File: src/rtl/deser_link_ctrl.sv
// Round-robin byte sequencer: serialises a requester's byte into the deserializer,
// forwards the recovered byte downstream and flags loopback mismatches.
// Optional WAIT_RDY watchdog: define DESER_LINK_WDOG_EN.
module deser_link_ctrl #(
    parameter int N_REQ    = 4,
    parameter int SRC_W    = $clog2(N_REQ),
    parameter int WDOG_CYC = 64
) (
    input  logic                 clock_100KHz,
    input  logic                 reset,
    input  logic [N_REQ-1:0]     req,
    input  logic [8*N_REQ-1:0]   req_data,
    output logic [N_REQ-1:0]     grant,
    input  logic                 des_status,
    output logic                 des_data_in,
    output logic                 des_write_in,
    input  logic                 des_data_ready,
    input  logic [7:0]           des_data_out,
    output logic                 des_ack,
    input  logic                 q_full,
    output logic                 q_push,
    output logic [7:0]           q_data,
    output logic [SRC_W-1:0]     q_src,
    output logic                 mismatch,
    output logic                 busy,
    output logic                 timeout
);

    typedef enum logic [1:0] {
        IDLE     = 2'd0,
        SHIFT    = 2'd1,
        WAIT_RDY = 2'd2,
        PUSH     = 2'd3
    } state_t;

    state_t             state_reg, state_next;
    logic [7:0]         shreg_reg, shreg_next;
    logic [7:0]         sent_reg, sent_next;
    logic [2:0]         bit_cnt_reg, bit_cnt_next;
    logic [SRC_W-1:0]   src_reg, src_next;
    logic [SRC_W-1:0]   last_reg, last_next;

    logic [N_REQ-1:0]   grant_reg, grant_next;
    logic               data_in_reg, data_in_next;
    logic               write_in_reg, write_in_next;
    logic               ack_reg, ack_next;
    logic               push_reg, push_next;
    logic [7:0]         q_data_reg, q_data_next;
    logic [SRC_W-1:0]   q_src_reg, q_src_next;
    logic               mismatch_reg, mismatch_next;
    logic               busy_reg, busy_next;
    logic               wdog_fire;

    logic [7:0]         req_byte [N_REQ];
    logic [N_REQ-1:0]   above_last;
    logic [N_REQ-1:0]   req_hi;
    logic [SRC_W-1:0]   win_idx;

    generate
        for (genvar gi = 0; gi < N_REQ; gi++) begin : g_lane
            assign req_byte[gi]   = req_data[8*gi +: 8];
            assign above_last[gi] = (gi > int'(last_reg));
        end
    endgenerate

    assign req_hi = req & above_last;

    // Lowest requester above the last winner, else wrap to the lowest requester overall.
    always_comb begin
        logic found;
        win_idx = '0;
        found   = 1'b0;
        for (int i = 0; i < N_REQ; i++) begin
            if (req_hi[i] && !found) begin
                win_idx = SRC_W'(i);
                found   = 1'b1;
            end
        end
        for (int i = 0; i < N_REQ; i++) begin
            if (req[i] && !found) begin
                win_idx = SRC_W'(i);
                found   = 1'b1;
            end
        end
    end

`ifdef DESER_LINK_WDOG_EN
    localparam int WD_W = $clog2(WDOG_CYC + 1);
    logic [WD_W-1:0] wdog_reg, wdog_next;
    logic            timeout_reg;
`endif

    always_comb begin
        state_next    = state_reg;
        shreg_next    = shreg_reg;
        sent_next     = sent_reg;
        bit_cnt_next  = bit_cnt_reg;
        src_next      = src_reg;
        last_next     = last_reg;
        grant_next    = '0;
        data_in_next  = 1'b0;
        write_in_next = 1'b0;
        ack_next      = 1'b0;
        push_next     = 1'b0;
        q_data_next   = q_data_reg;
        q_src_next    = q_src_reg;
        mismatch_next = 1'b0;
        wdog_fire     = 1'b0;
`ifdef DESER_LINK_WDOG_EN
        wdog_next     = '0;
`endif

        case (state_reg)
            IDLE: begin
                if (|req && des_status) begin
                    // Bit 0 goes out with the grant; shreg keeps the remaining bits.
                    sent_next     = req_byte[win_idx];
                    shreg_next    = {1'b0, req_byte[win_idx][7:1]};
                    data_in_next  = req_byte[win_idx][0];
                    write_in_next = 1'b1;
                    src_next      = win_idx;
                    last_next     = win_idx;
                    grant_next    = N_REQ'(1) << win_idx;
                    bit_cnt_next  = 3'd0;
                    state_next    = SHIFT;
                end
            end
            SHIFT: begin
                if (bit_cnt_reg == 3'd7) begin
                    state_next = WAIT_RDY;
                end else begin
                    write_in_next = 1'b1;
                    data_in_next  = shreg_reg[0];
                    shreg_next    = shreg_reg >> 1;
                    bit_cnt_next  = bit_cnt_reg + 3'd1;
                end
            end
            WAIT_RDY: begin
                if (des_data_ready && !q_full) begin
                    push_next     = 1'b1;
                    ack_next      = 1'b1;
                    q_data_next   = des_data_out;
                    q_src_next    = src_reg;
                    mismatch_next = (des_data_out != sent_reg);
                    state_next    = PUSH;
                end
`ifdef DESER_LINK_WDOG_EN
                // Backpressure (ready with queue full) freezes the watchdog.
                else if (!des_data_ready) begin
                    if (wdog_reg == WD_W'(WDOG_CYC - 1)) begin
                        wdog_fire  = 1'b1;
                        ack_next   = 1'b1;
                        state_next = IDLE;
                    end else begin
                        wdog_next = wdog_reg + 1'b1;
                    end
                end else begin
                    wdog_next = wdog_reg;
                end
`endif
            end
            PUSH: begin
                state_next = IDLE;
            end
            default: begin
                state_next = IDLE;
            end
        endcase

        // The timeout cycle still counts as busy, mirroring the PUSH cycle.
        busy_next = (state_next != IDLE) || wdog_fire;
    end

    always_ff @(posedge clock_100KHz) begin
        if (reset) begin
            state_reg    <= IDLE;
            shreg_reg    <= '0;
            sent_reg     <= '0;
            bit_cnt_reg  <= '0;
            src_reg      <= '0;
            last_reg     <= SRC_W'(N_REQ - 1);
            grant_reg    <= '0;
            data_in_reg  <= 1'b0;
            write_in_reg <= 1'b0;
            ack_reg      <= 1'b0;
            push_reg     <= 1'b0;
            q_data_reg   <= '0;
            q_src_reg    <= '0;
            mismatch_reg <= 1'b0;
            busy_reg     <= 1'b0;
        end else begin
            state_reg    <= state_next;
            shreg_reg    <= shreg_next;
            sent_reg     <= sent_next;
            bit_cnt_reg  <= bit_cnt_next;
            src_reg      <= src_next;
            last_reg     <= last_next;
            grant_reg    <= grant_next;
            data_in_reg  <= data_in_next;
            write_in_reg <= write_in_next;
            ack_reg      <= ack_next;
            push_reg     <= push_next;
            q_data_reg   <= q_data_next;
            q_src_reg    <= q_src_next;
            mismatch_reg <= mismatch_next;
            busy_reg     <= busy_next;
        end
    end

`ifdef DESER_LINK_WDOG_EN
    always_ff @(posedge clock_100KHz) begin
        if (reset) begin
            wdog_reg    <= '0;
            timeout_reg <= 1'b0;
        end else begin
            wdog_reg    <= wdog_next;
            timeout_reg <= wdog_fire;
        end
    end

    assign timeout = timeout_reg;
`else
    assign timeout = 1'b0;
`endif

    assign grant        = grant_reg;
    assign des_data_in  = data_in_reg;
    assign des_write_in = write_in_reg;
    assign des_ack      = ack_reg;
    assign q_push       = push_reg;
    assign q_data       = q_data_reg;
    assign q_src        = q_src_reg;
    assign mismatch     = mismatch_reg;
    assign busy         = busy_reg;

endmodule

File: config.mk
export PLATFORM = sky130hd
export DESIGN_NAME = deser_link_ctrl
export DESIGN_NICKNAME = d
export VERILOG_FILES = /design/src/rtl/deser_link_ctrl.sv
export SDC_FILE = /design/constraint.sdc
export NUM_CORES = 1
export LEC_CHECK = 0
export CAP_MARGIN = 25
export CORE_UTILIZATION = 45
export DETAILED_ROUTE_END_ITERATION = 7
export HOLD_SLACK_MARGIN = 0.02
export MAX_ROUTING_LAYER = met4
export PLACE_DENSITY = 0.8
export SYNTH_ARGS = -nofsm -noshare
export SYNTH_HDL_FRONTEND = slang
export SYNTH_SLANG_ARGS = --single-unit
File: constraint.sdc
create_clock -name clock_100KHz -period 1.7 [get_ports clock_100KHz]
set_input_delay 0.34 -clock clock_100KHz [delete_from_list [all_inputs] [get_ports clock_100KHz]]
set_output_delay 0.34 -clock clock_100KHz [all_outputs]
set_load 0.005 [all_outputs]
# Word level (Yosys, flattened, before mapping)
# Cells that the tools add are included.
# W data, S select, Z words.
[word_totals] regBits=44 latch_bits=0 ram_bits=0 mem_bits_ro=0 inputBits=49 n_memories=0
[op_classes] add_sub_neg=1 mul=0 div=0 n_lt_le_gt_ge=4 eq_ne=7 shifts=1 mux=34 n_bitwise=6 reduce_logical=27
[op_table] op="$mux W8" count=4
[op_table] op="$mux W2" count=9
[op_table] op="$bmux W8 S2" count=1
[op_table] op="$pmux W8 S2" count=1
[op_table] op="$mux W1" count=13
[op_table] op="$logic_and A1 B1 Y1" count=9
[op_table] op="$logic_not A1 Y1" count=8
[op_table] op="$ne A8 B8 Y1" count=1
[op_table] op="$pmux W2 S4" count=1
[op_table] op="$mux W3" count=2
[op_table] op="$pmux W3 S2" count=1
[op_table] op="$reduce_or A3 Y1" count=2
[op_table] op="$and A4 B4 Y4" count=1
[op_table] op="$eq A2 B2 Y1 const B" count=2
[op_table] op="$gt A2 B2 Y1 const A" count=2
[op_table] op="$ne A2 B2 Y1 const B" count=2
[op_table] op="$not A1 Y1" count=4
[op_table] op="$pmux W1 S2" count=2
[op_table] op="$reduce_and A2 Y1" count=2
[op_table] op="$reduce_bool A2 Y1" count=2
[op_table] op="$reduce_or A4 Y1" count=1
[op_table] op="$shl A1 B2 Y4 const A" count=1
[op_table] op="$add A3 B1 Y3 const B" count=1
[op_table] op="$eq A3 B3 Y1 const B" count=1
[op_table] op="7 further kinds" count=7

# Longest topological paths before layout
# Gate-level depths: netlist of run 1.
[logic_depth] ltp_word=30 depth_mapped=7 mapped_depth_nobuf=6

# Least setup slack after synthesis of run 1
# Ideal clock, no wire load.
[synth_path] kind="input -> register" start="input port req[2]" end="register sent_reg[0]" setup_ps=135 t_arrival_ps=1396 required_time_ps=1565 path_slack_ps=169 stages=6 cell_sequence="or2_1 > o311ai_2 > nor2_1 > nand2_1 > buf_2 > o221ai_1"
[synth_via] elab_chain_len=22 elab_cells_between_ends=30 cone_classes="mux (14); bitwise (2); reduce/logical (14)"
[synth_lines] item="from (decl)" line="11" source="input logic [N_REQ-1:0] req,"
[synth_lines] item="$and A4 B4 Y4" line="66" source="assign req_hi = req & above_last;"
[synth_lines] item="$logic_and A1 B1 Y1" line="74" source="if (req_hi[i] && !found) begin"
[synth_lines] item="$mux W1" line="74"
[synth_lines] item="$logic_not A1 Y1" line="74"
[synth_lines] item="$logic_and A1 B1 Y1" line="74"
[synth_lines] item="$mux W1" line="74"
[synth_lines] item="$logic_not A1 Y1" line="80" source="if (req[i] && !found) begin"
[synth_lines] item="$logic_and A1 B1 Y1" line="80"
[synth_lines] item="[5 not listed]"
[synth_lines] item="$logic_and A1 B1 Y1" line="80"
[synth_lines] item="$mux W1" line="80"
[synth_lines] item="$logic_not A1 Y1" line="80"
[synth_lines] item="$logic_and A1 B1 Y1" line="80"
[synth_lines] item="$mux W2" line="80"
[synth_lines] item="$not A2 Y3 (implied by the code)" line="117" source="sent_next = req_byte[win_idx];"
[synth_lines] item="$bmux W8 S2" line="117"
[synth_lines] item="$mux W8 (2 in a row)"
[synth_lines] item="to (signal assigned)" line="194" source="sent_reg <= sent_next;"
[synth_lines] item="to (decl)" line="38" source="logic [7:0] sent_reg, sent_next;"
# Parallel ways exist; a longest one is shown, timed or not. The select of a mux whose other input is x is not followed.
# A chain may end at the register's enable or synchronous reset.

# Worst setup path in the final report of run 1
[layout_path] start="input port req[0]" end="register shreg_reg[4]"
[layout_via] elab_chain_len=29 elab_cells_between_ends=39 cone_classes="eq/ne (1); mux (19); bitwise (2); reduce/logical (17)"
[layout_lines] item="$and A4 B4 Y4" line="66"
[layout_lines] item="$mux W1" line="74"
[layout_lines] item="$logic_not A1 Y1" line="74"
[layout_lines] item="$logic_and A1 B1 Y1" line="74"
[layout_lines] item="$mux W1" line="74"
[layout_lines] item="$logic_not A1 Y1" line="74"
[layout_lines] item="$logic_and A1 B1 Y1" line="74"
[layout_lines] item="$mux W1" line="74"
[layout_lines] item="[12 not listed]"
[layout_lines] item="$logic_not A1 Y1" line="80"
[layout_lines] item="$logic_and A1 B1 Y1" line="80"
[layout_lines] item="$mux W2" line="80"
[layout_lines] item="$not A2 Y3 (implied by the code)" line="118" source="shreg_next = {1'b0, req_byte[win_idx][7:1]};"
[layout_lines] item="$bmux W8 S2" line="118"
[layout_lines] item="$mux W8 (2 in a row)"
[layout_lines] item="$mux W8" line="115" source="if (|req && des_status) begin"
[layout_lines] item="$pmux W8 S2" line="113" source="case (state_reg)"
[layout_lines] item="to (signal assigned)" line="193" source="shreg_reg <= shreg_next;"
[layout_lines] item="to (decl)" line="37" source="logic [7:0] shreg_reg, shreg_next;"
# Parallel ways exist; a longest one is shown, timed or not. The select of a mux whose other input is x is not followed.

==> results.md, run 1 <==
* Run status: finished with violations
* Violations in the final reports: negative setup slack
* Largest fanout of any net on the critical path at 9
* Timing startpoint of the critical path: req[0]
* Required time of the worst setup path at 1.87 ns
* Die Footprint at 0.00468 mm^2
* Stage delay of the slowest cell on the critical path at 0.33 ns
* Y dimension of the die at 68.4 um
* CP Cell Sequence: dlygate4sd2_1, nor2b_1, o21ai_2, and3_4, bufbuf_16, mux2i_4, o221ai_1
* Seq/Total Area, Yosys at 43.4%
* Worst VDD drop at 0.651 mV
* Number of warning messages in the yosys log at 0
* Number of buffers inserted during clock tree synthesis at 5
* Layout Nets at 351
* TritonCTS clock tree: yes
* Floorplan core area at 0.00412 mm^2
* Fmax at 585 MHz
* Setup-violating endpoint count in the final report at 4
* Total Power at 2.63 mW
* Source of the worst hold timing path: q_data[3]
* Signal arrival time at the worst endpoint at 1.88 ns
* GR Util All Layers at 25.2%
* Number of buffers on the longest clock path at 2
* RSZ-0062 raised after global routing: true
* Crit path max-delay cell type: sky130_fd_sc_hd__dlygate4sd2_1
* Final WL at 5790 um
* Finished Cell Area at 0.00319 mm^2
* CTS Root Cell: sky130_fd_sc_hd__clkbuf_8
* FF+latch count, synth at 43
* Reg2reg start: bit_cnt_reg[0]
* I/O pin count at 70
* Antenna violations before repair at 0
* Die Wd at 68.4 um
* Detailed Place HPWL at 3610 um
* Number of placed instances, taps included at 336
* Startpoint type of the worst setup path: input port
* Number of enable flip-flop cells after synthesis at 0
* Final hold violation count at 0
* Residual antenna-violating net count after detailed routing at 0
* Top area cells in the synthesized netlist: sky130_fd_sc_hd__dfxtp_1 (43%), sky130_fd_sc_hd__mux2i_1 (8.1%), sky130_fd_sc_hd__o221ai_1 (7.1%)
* Share of Yosys cell area claimed by the top area cell type at 43.4%
* Via density per instance at 5.58
* Iteration-0 DRC Markers at 91
* Filler Cell Count at 286
* Largest net degree at the start of global routing at 24
* Routability cong. at 0.869
* Clock skew after layout at 0.00527 ns
* Area share of fa/ha/maj cells after synthesis at 1.26%
* Worst hold-check path type: reg2reg
* Worst Setup Path Type: in2reg
* R2r setup slk at 0.05 ns
* Site row count at 23
* Reported leakage power at 1.21 nW
* WL per Instance at 16.5 um
* Final core utilization at 77.5%
* Layout cell share with drive strength beyond 1 at 19.3%
* Net count of the mapped netlist at 267
* Final max-slew violation count at 0
* Main combinational cell family by area after synthesis: simple AND/OR/NAND/NOR gates
* Cell area after placement at 0.00280 mm^2
* Final clock period utilization by the worst path at 100%
* Sink Count at 43
* Synthesis-to-layout area growth at 60.8%
* Clock latency of the later-clocked register in the worst-skew pair at 0.30 ns
* DRC violations left at 0
* Clock transition at path regs at 0.08 ns
* Final Non-Filler Cells at 351
* Number of vias in the routed layout at 1959
* Number of detailed-route iterations in the first pass at 5
* Leftover overflow at the end of global routing at 0
* Multiplexer area fraction after synthesis at 8.08%
* Number of standard cells after synthesis at 216
* Wire length of the first global-routing pass at 8340 um
* Vias in the first global route at 1889
* Fraction of synthesis flops using an asynchronous set or reset pin at 0%
* Mean Syn Cell Area at 9.18 um^2
* Number of library cell types mapped by synthesis at 37
* Top_reg_cell synth: sky130_fd_sc_hd__dfxtp_1
* Minimum setup slack in the final design at -0.00836 ns
* Clock period minus final worst setup slack at 1.71 ns
* Worst Setup Slack post-DPL at -0.446 ns
* H-Tree Level Count at 2
* Diodes inserted at 0
* Type of element capturing the critical path: register
* Power density over the cells at 825 mW/mm^2
* Family of cells with the greatest summed delay on the critical path: buffers and inverters
* Number of maximum-capacitance violations at 0
* Area fraction in compound gates after synthesis at 17.2%
* Starting Density at 48.2%
* Fraction of the mapped netlist area in simple logic gates at 21.1%
* Parity-gate share of the synthesized area counting xor and xnor cells at 3.53%
* Library cell with the largest summed area after synthesis: sky130_fd_sc_hd__dfxtp_1
* Buffering stage count on the worst path with inverters included at 2
* Port Buf Inserts at 68
* Total standard cell area after synthesis at 0.00198 mm^2
[final cells by class]
type	instances	area [um^2]	share of cell area, %
clock inverter	3	43.8	1.37
timing repair buffer	92	953	29.9
clock buffer	5	68.8	2.16
sequential	43	862	27.0
tap	50	62.6	1.96
multi-input combinational	158	1200	37.6
[per-stage QoR]
step           hold WS [ns]  setup TNS, ns
3_5_place_dp          0.450          -9.39
6_report              0.463        -0.0225
5_1_grt               0.479         -0.886
3_3_place_gp          0.444          -7.94
2_1_floorplan         0.432              0
4_1_cts               0.462              0
[cell families after synthesis]
| kind of cell | Yosys count |
|---|---|
| and+or+nand+nor | 82 |
| AOI/OAI and AO/OA | 49 |
| DFF | 43 |
| muxes | 16 |
| buffers and inverters | 15 |
| xor gates and xnor gates | 8 |
| adders and majority gates | 2 |
| other | 1 |
[report_power, final]
part | switching (mW) | leakage, nW | internal [mW] | total, mW
registers | 0.0505 | 0.351 | 1.08 | 1.13
logic | 0.284 | 0.802 | 0.414 | 0.698
clock network | 0.363 | 0.0581 | 0.438 | 0.801
total | 0.698 | 1.21 | 1.93 | 2.63
[routing by layer]
layer  GRT usage, %  share of wire, %  wire, um
met3           6.00               6.4       368
met2           44.1                53      3070
met5              -                 0         0
met4           11.5               2.4       139
met1           26.5                38      2220
[synth_stat cells, types with 4 or more instances]
| cell type | count |
|---|---|
| sky130_fd_sc_hd__a21oi_1 | 20 |
| sky130_fd_sc_hd__buf_2 | 4 |
| sky130_fd_sc_hd__clkbuf_1 | 5 |
| sky130_fd_sc_hd__dfxtp_1 | 43 |
| sky130_fd_sc_hd__mux2i_1 | 16 |
| sky130_fd_sc_hd__nand2_1 | 21 |
| sky130_fd_sc_hd__nand2b_1 | 5 |
| sky130_fd_sc_hd__nand3b_1 | 11 |
| sky130_fd_sc_hd__nor2_1 | 24 |
| sky130_fd_sc_hd__o221ai_1 | 16 |
| sky130_fd_sc_hd__or3_1 | 6 |
| sky130_fd_sc_hd__xor2_1 | 8 |
[layout by cell type, fill, tap and decap left out, types with 2 or more instances in the layout]
cell / n
sky130_fd_sc_hd__o221ai_1: 14
sky130_fd_sc_hd__mux2i_2: 2
sky130_fd_sc_hd__mux2i_1: 3
sky130_fd_sc_hd__or3_1: 6
sky130_fd_sc_hd__o221ai_2: 2
sky130_fd_sc_hd__nor2_1: 24
sky130_fd_sc_hd__o21ai_0: 3
sky130_fd_sc_hd__nand2b_1: 5
sky130_fd_sc_hd__nor2b_1: 2
sky130_fd_sc_hd__a21oi_1: 20
sky130_fd_sc_hd__nor2_2: 2
sky130_fd_sc_hd__xor2_1: 8
sky130_fd_sc_hd__nor4_1: 2
sky130_fd_sc_hd__mux2i_4: 11
sky130_fd_sc_hd__a22oi_1: 2
sky130_fd_sc_hd__ha_1: 2
sky130_fd_sc_hd__buf_4: 15
sky130_fd_sc_hd__dfxtp_1: 42
sky130_fd_sc_hd__nor3_1: 2
sky130_fd_sc_hd__clkdlybuf4s50_1: 64
sky130_fd_sc_hd__clkbuf_8: 5
sky130_fd_sc_hd__nand3b_1: 11
sky130_fd_sc_hd__nand2_1: 21
sky130_fd_sc_hd__buf_6: 2
sky130_fd_sc_hd__buf_12: 4
sky130_fd_sc_hd__dlygate4sd2_1: 4
[worst min-delay path, delay by kind of cell, from the launching register on]
kind / cells / cell delay, ns
AO/OA/AOI/OAI: 1 / 0.06
flip-flops: 1 / 0.31
AND/OR/NAND/NOR: 1 / 0.05
[worst paths after layout]
path                                     end  cells after the start
worst min-delay path               q_data[3]                      2
worst min register to register     q_data[3]                      2
worst max register to register  shreg_reg[1]                      7
worst max-delay path            shreg_reg[4]                      7
[what timing repair did]
| item | 4_1_cts | 5_1_grt |
|---|---|---|
| setup buffers | 4 | 0 |
| pin swaps | 4 | 3 |
| endpoints found under the setup margin | 17 | 16 |
| gates resized for setup | 21 | 18 |
| cloned | 2 | 1 |
| hold buffers | 0 | 0 |
Power figures use the tool's default switching activity.
==> run 2: changes to the inputs <==
--- a/config.mk
+++ b/config.mk
@@ -7,6 +7,7 @@
 export LEC_CHECK = 0
 export CAP_MARGIN = 25
 export CORE_UTILIZATION = 45
+export CTS_CLUSTER_SIZE = 24
 export DETAILED_ROUTE_END_ITERATION = 7
 export HOLD_SLACK_MARGIN = 0.02
 export MAX_ROUTING_LAYER = met4
==> results of run 2 <==
The final DEF is identical to that of run 1; final timing and power are the same.
